===== config.mk =====
export PLATFORM = sky130hd
export DESIGN_NAME = cdb_arbiter
export DESIGN_NICKNAME = d
export VERILOG_FILES = /design/src/rtl/cdb_arbiter_pkg.sv /design/src/rtl/cdb_arbiter_rr_multi_select.sv /design/src/rtl/cdb_arbiter.sv
export SDC_FILE = /design/constraint.sdc
export NUM_CORES = 1
export LEC_CHECK = 0
export BUFFER_PORTS_ARGS = -buffer_cell sky130_fd_sc_hd__buf_2
export CORE_MARGIN = 4
export CORE_UTILIZATION = 38
export DETAILED_ROUTE_END_ITERATION = 16
export PLACE_DENSITY = 0.64
export SYNTH_ARGS = -nofsm -noshare
export SYNTH_HDL_FRONTEND = slang
export SYNTH_SLANG_ARGS = --single-unit
export TNS_END_PERCENT = 10

===== constraint.sdc =====
create_clock -name clk -period 10.2 [get_ports clk]
set_input_delay 1.53 -clock clk [delete_from_list [all_inputs] [get_ports clk]]
set_output_delay 1.53 -clock clk [all_outputs]
set_load 0.02 [all_outputs]

===== src/rtl/cdb_arbiter_pkg.sv =====
// cdb_arbiter_pkg: shared CDB widths, lane entry type and modular index helper
package cdb_arbiter_pkg;
    localparam int CDB_REQS   = 6;
    localparam int CDB_LANES  = 2;
    localparam int CDB_TAG_W  = 4;
    localparam int CDB_DATA_W = 32;
    typedef logic [CDB_DATA_W-1:0] rv32i_word;
    typedef struct packed {
        logic                 valid;
        logic [CDB_TAG_W-1:0] tag;
        rv32i_word            value;
    } cdb_entry_t;
    typedef cdb_entry_t [CDB_LANES-1:0] cdb_t;
    // a and b are both below n, so a single conditional subtract is an exact mod
    function automatic int wrap_add(input int a, input int b, input int n);
        int s;
        s = a + b;
        return s >= n ? s - n : s;
    endfunction
endpackage


===== src/rtl/cdb_arbiter_rr_multi_select.sv =====
// cdb_arbiter_rr_multi_select: picks up to NUM_LANES requesters in circular order from rr_ptr
module cdb_arbiter_rr_multi_select
    import cdb_arbiter_pkg::*;
#(
    parameter int NUM_REQ   = CDB_REQS,
    parameter int NUM_LANES = CDB_LANES,
    localparam int IDX_W    = $clog2(NUM_REQ)
) (
    input  logic [NUM_REQ-1:0]                req,
    input  logic [IDX_W-1:0]                  rr_ptr,
    output logic [NUM_REQ-1:0]                gnt,
    output logic [NUM_LANES-1:0]              lane_vld,
    output logic [NUM_LANES-1:0][IDX_W-1:0]   lane_idx,
    output logic [IDX_W-1:0]                  next_ptr
);
    // Walk requesters from rr_ptr; the n-th hit takes lane n, pointer lands after the last hit
    always_comb begin
        logic [IDX_W-1:0] idx;
        int cnt;
        gnt      = '0;
        lane_vld = '0;
        lane_idx = '0;
        next_ptr = rr_ptr;
        cnt      = 0;
        for (int o = 0; o < NUM_REQ; o++) begin
            idx = IDX_W'(wrap_add(int'(rr_ptr), o, NUM_REQ));
            if (req[idx] && cnt < NUM_LANES) begin
                gnt[idx] = 1'b1;
                for (int k = 0; k < NUM_LANES; k++) begin
                    if (k == cnt) begin
                        lane_vld[k] = 1'b1;
                        lane_idx[k] = idx;
                    end
                end
                next_ptr = IDX_W'(wrap_add(int'(idx), 1, NUM_REQ));
                cnt++;
            end
        end
    end
endmodule


===== src/rtl/cdb_arbiter.sv =====
// cdb_arbiter: round-robin grant of result producers onto registered CDB broadcast lanes
module cdb_arbiter
    import cdb_arbiter_pkg::*;
#(
    parameter int NUM_REQ   = CDB_REQS,
    parameter int NUM_LANES = CDB_LANES,
    parameter int TAG_W     = CDB_TAG_W,
    parameter int DATA_W    = CDB_DATA_W,
    localparam int IDX_W    = $clog2(NUM_REQ)
) (
    input  logic                        clk,
    input  logic                        rst,
    input  logic                        flush,
    input  logic [NUM_REQ-1:0]          req_valid,
    input  logic [NUM_REQ*TAG_W-1:0]    req_tag,
    input  logic [NUM_REQ*DATA_W-1:0]   req_value,
    output logic [NUM_REQ-1:0]          req_gnt,
    output logic [NUM_LANES-1:0]        cdb_valid,
    output logic [NUM_LANES*TAG_W-1:0]  cdb_tag,
    output logic [NUM_LANES*DATA_W-1:0] cdb_value,
    output logic [NUM_LANES*IDX_W-1:0]  cdb_src
);
    logic                             en;
    logic [IDX_W-1:0]                 rr_ptr;
    logic [IDX_W-1:0]                 next_ptr;
    logic [NUM_LANES-1:0]             lane_vld;
    logic [NUM_LANES-1:0][IDX_W-1:0]  lane_idx;
    logic [NUM_LANES-1:0][TAG_W-1:0]  lane_tag;
    logic [NUM_LANES-1:0][DATA_W-1:0] lane_value;

    assign en = rst & ~flush;

    cdb_arbiter_rr_multi_select #(
        .NUM_REQ   (NUM_REQ),
        .NUM_LANES (NUM_LANES)
    ) u_sel (
        .req      (req_valid & {NUM_REQ{en}}),
        .rr_ptr   (rr_ptr),
        .gnt      (req_gnt),
        .lane_vld (lane_vld),
        .lane_idx (lane_idx),
        .next_ptr (next_ptr)
    );

    // Steer each winner's tag and value onto its lane
    always_comb begin
        lane_tag   = '0;
        lane_value = '0;
        for (int k = 0; k < NUM_LANES; k++) begin
            for (int i = 0; i < NUM_REQ; i++) begin
                if (lane_idx[k] == IDX_W'(i)) begin
                    lane_tag[k]   = req_tag[i*TAG_W +: TAG_W];
                    lane_value[k] = req_value[i*DATA_W +: DATA_W];
                end
            end
        end
    end

    // Register winners for one-cycle broadcast; idle lanes keep stale tag/value/src
    always_ff @(posedge clk or negedge rst) begin
        if (!rst) begin
            rr_ptr    <= '0;
            cdb_valid <= '0;
            cdb_tag   <= '0;
            cdb_value <= '0;
            cdb_src   <= '0;
        end else begin
            rr_ptr    <= flush ? '0 : next_ptr;
            cdb_valid <= lane_vld;
            for (int k = 0; k < NUM_LANES; k++) begin
                if (lane_vld[k]) begin
                    cdb_tag[k*TAG_W +: TAG_W]    <= lane_tag[k];
                    cdb_value[k*DATA_W +: DATA_W] <= lane_value[k];
                    cdb_src[k*IDX_W +: IDX_W]    <= lane_idx[k];
                end
            end
        end
    end
endmodule

==> results.tsv <==
stage	metric	value	unit
run_status	status	completed	
die	dieWidth	159.0	um
grt	grt_use_met2	45.51	%
setup_path	worstPathCellList	inv_2 -> ha_1 -> mux2i_1 -> nor2_1 -> a22oi_1 -> nor2_1 -> ha_1 -> nor2_1 -> o21ai_2 -> inv_1 -> fa_1 -> a21oi_1 -> o211a_2 -> nand2_1 -> xnor2_1 -> ha_1 -> nor2b_1 -> o21a_1 -> nand3_1 -> nor2_1 -> a311oi_1 -> mux2i_1 -> buf_2	
logic_synthesis	synthSimpleGateAreaFrac	11.21	%
timing	timing.hold.ws	482.3	ps
setup_path	timing.rr.start	rr_ptr[2]	
grt	use_met1	35.19	%
place	placed_cells	1508	
logic_synthesis	synth_edf_count	0	
final_layout	n_fill_cell	2202	
logic_synthesis	synth_ff_type	dfrtp_1	
logic_synthesis	synth_adder_area_share	4.939	%
clock_tree	cts_hold_buf	0	
clock_tree	cts_setup_buffers	0	
final_layout	final_common_cell	buf_2	
run	drv_cap	0	
clock_tree	htreeDepth	3	
logic_synthesis	syn_area_per_cell	8.849	sq um
timing	setup_viol	0	
setup_path	startpoint	rr_ptr[2]	
setup_path	critPathRequiredTime	8670	ps
logic_synthesis	yosys_warnings	0	
clock_tree	clock-sinks	83	
detailed_routing	drtAntennaViolNets	0	
die	die-area	25280	sq um
detailed_routing	drt_iter0_markers	835	
die	start_util	39.21	%
timing	timing.setup.tns	0	ps
clock_tree	clkSlewWorstSetupHoldPaths	70	ps
min_path	hp-class	register to register	
grt	antenna_found_initial	11	
timing	rsz0062_at_grt	false	
logic_synthesis	synth_xor_area_share	1.589	%
setup_path	worstPathArrival	7090	ps
final_layout	layout_common_cells	309 x buf_2, 124 x mux2i_1, 99 x o22ai_1	
logic_synthesis	synth_nets	1237	
detailed_routing	drt-pass1-iter-count	9	
setup_path	path_class	register to output port	
logic_synthesis	ys_types	87	
final_layout	layout.nets	1497	
place	place.gp.congestion	1.007	
clock_tree	root_buffer	clkbuf_16	
clock_tree	clock_path_buffers	2	
logic_synthesis	synth_area	8663	sq um
die	die_y	159.0	um
setup_path	reg2reg_to	cdb_tag[0]	
logic_synthesis	ys_seq_area_share	23.97	%
logic_synthesis	ys_seq_elements	83	
setup_path	timing.critical_path.buf_inv	3	
setup_path	crit_family	adder cells	
clock_tree	tritoncts	yes	
grt	grt_pass1_wl	55920	um
place	dp_hpwl	28100	um
logic_synthesis	ys_async_sr_fraction	100.0	%
final_layout	area_growth	22.95	%
timing	hold_violations	0	
grt	first_global_vias	9260	
final_layout	instances_no_fill	1534	
timing	skew	8.317	ps
grt	grt_max_degree	73	
clock_tree	clkLatencyLatePin	340	ps
setup_path	slowest_delay	710	ps
setup_path	r2r_cells	27	
timing	maxSlewHeadroom	30.40	%
timing	max_freq	116.1	MHz
logic_synthesis	synth_cells	979	
setup_path	endpoint	req_gnt[3]	
detailed_routing	post_drt_wl_per_cell	24.03	um
final_layout	post_route_cells_drive_above_1_share	32.34	%
logic_synthesis	synth_compound_area_share	31.08	%
setup_path	critPathSlowestCell	dfrtp_1	
timing	setup_slack	1584	ps
detailed_routing	remaining_drc_errors	0	
logic_synthesis	synth_top_family_by_area	compound AO/OA/AOI/OAI gates	
grt	grt_overflow	0	
grt	grt_busiest_layer	met2	
setup_path	cp-end-kind	output port	
timing	slew_viol_final	0	
setup_path	critical_path_depth	23	
grt	grtUsageMet3	6.679	%
final_layout	register_area	2077	sq um
clock_tree	cts_resized	0	
setup_path	rrSetupSlack	1830	ps
place	dp_slack	1743	ps
die	core	22090	sq um
setup_path	worst_setup_path_start_kind	register	
detailed_routing	routed_wl	36870	um
grt	grt_use_total	27.54	%
timing	min_period	8616	ps
die	row_count	54	
final_layout	multi_input_area	6078	sq um
die	ios	311	
detailed_routing	via_per_inst	6.218	
place	portBuffers	310	
timing	final.period_utilization	84.47	%
setup_path	path_max_fanout	19	
logic_synthesis	synthMuxAreaShare	21.11	%
detailed_routing	vias	9539	
clock_tree	cts-buffers-inserted	9	
setup_path	crit_path_frequent_cell	nor2_1	
timing	worst_pin_slew	1036	ps
cell usage after synthesis, drive strengths merged (4+ instances only):
| cell | instances | share of area (%) |
|---|---|---|
| o21ai | 52 | 3.1 |
| a21oi | 31 | 1.8 |
| a22oi | 4 | 0.51 |
| nand2 | 74 | 3.3 |
| nor3 | 16 | 0.92 |
| nand2b | 8 | 0.58 |
| ha | 31 | 4.5 |
| xnor2 | 11 | 1.3 |
| o21a | 5 | 0.45 |
| o211ai | 16 | 1.4 |
| mux2 | 39 | 5.1 |
| and2 | 9 | 0.65 |
| clkbuf | 27 | 1.2 |
| or2 | 7 | 0.53 |
| and3 | 6 | 0.43 |
| nand3 | 10 | 0.58 |
| a31oi | 4 | 0.29 |
| mux2i | 128 | 15 |
| buf | 53 | 3.8 |
| nor2b | 7 | 0.59 |
| a21boi | 4 | 0.43 |
| nor2 | 46 | 2.0 |
| o22a | 36 | 3.7 |
| o31ai | 36 | 3.2 |
| inv | 26 | 1.1 |
| a21o | 5 | 0.43 |
| a221oi | 4 | 0.40 |
| o22ai | 100 | 7.3 |
| o2bb2ai | 32 | 3.2 |
| a211oi | 11 | 1.0 |
| dfrtp | 83 | 24 |
worst register-to-register path, cell delays in order (launching register included):
cell and delay [ps]:
dfrtp_1 710, inv_2 160, ha_1 700, mux2i_1 360, nor2_1 220, a22oi_1 140
nor2_1 540, ha_1 330, nor2_1 120, o21ai_2 180, inv_1 190, fa_1 440
a21oi_1 180, o211ai_1 180, nor2_1 300, o21ai_0 220, ha_1 320, nor2b_1 130
o21a_1 130, and3_1 340, o21a_2 420, mux2i_4 280, buf_4 270, buf_4 410
nand2_1 310, buf_4 340, o22ai_1 240, o31ai_1 90
logic make-up (layout without fill, tap and decap cells):
logic type               count (synthesis)  count (layout)
AO/OA/AOI/OAI                          372             372
XOR/XNOR                                14              14
adder cells (fa/ha/maj)                 33              33
buffers and inverters                  107             371
flip-flops                              83              83
multiplexers                           170             170
other                                    0              11
AND/OR/NAND/NOR                        200             200
metrics by stage:
stage | utilization (%) | cell area, sq um
floorplan | - | 8663
global placement | 46.81 | 10340
detailed placement | 46.81 | 10340
CTS | 48.09 | 10620
global route | 48.19 | 10650
finish | 48.21 | 10650
flip-flops by register name, indices dropped and copies added (netlist names):
register / cells
cdb_src: 6
cdb_tag: 8
cdb_valid: 2
cdb_value: 64
rr_ptr: 3
worst min-delay path by stage:
| stage | cells after the start | to | from | slack [ps] |
|---|---|---|---|---|
| after floorplan | 2 | cdb_src[4] | cdb_src[4] | 580 |
| after global placement | 2 | cdb_value[20] | cdb_value[20] | 460 |
| after detailed placement | 2 | cdb_value[0] | cdb_value[0] | 470 |
| after CTS | 2 | cdb_value[29] | cdb_value[29] | 480 |
| after global routing | 2 | cdb_value[11] | cdb_value[11] | 510 |
| final | 2 | cdb_value[16] | cdb_value[16] | 480 |
routing by layer:
metal | share of wire [%] | wire (um) | vias up
li1 | - | - | 4323
met1 | 41 | 14940 | 4652
met2 | 48 | 17780 | 493
met3 | 8.0 | 2944 | 67
met4 | 3.2 | 1183 | 4
met5 | 0.057 | 21 | -
area by class of cell:
| cell class | instances | area share (%) |
|---|---|---|
| tap | 280 | 3.289 |
| inverter | 27 | 0.9515 |
| timing repair buffer | 329 | 16.28 |
| antenna | 11 | 0.2584 |
| clock inverter | 5 | 0.5051 |
| clock buffer | 10 | 2.150 |
| multi-input combinational | 789 | 57.07 |
| sequential | 83 | 19.50 |
Power is left out: the tool's default activity adds up to more than one toggle a clock period on the data nets, which glitch-free logic cannot reach.
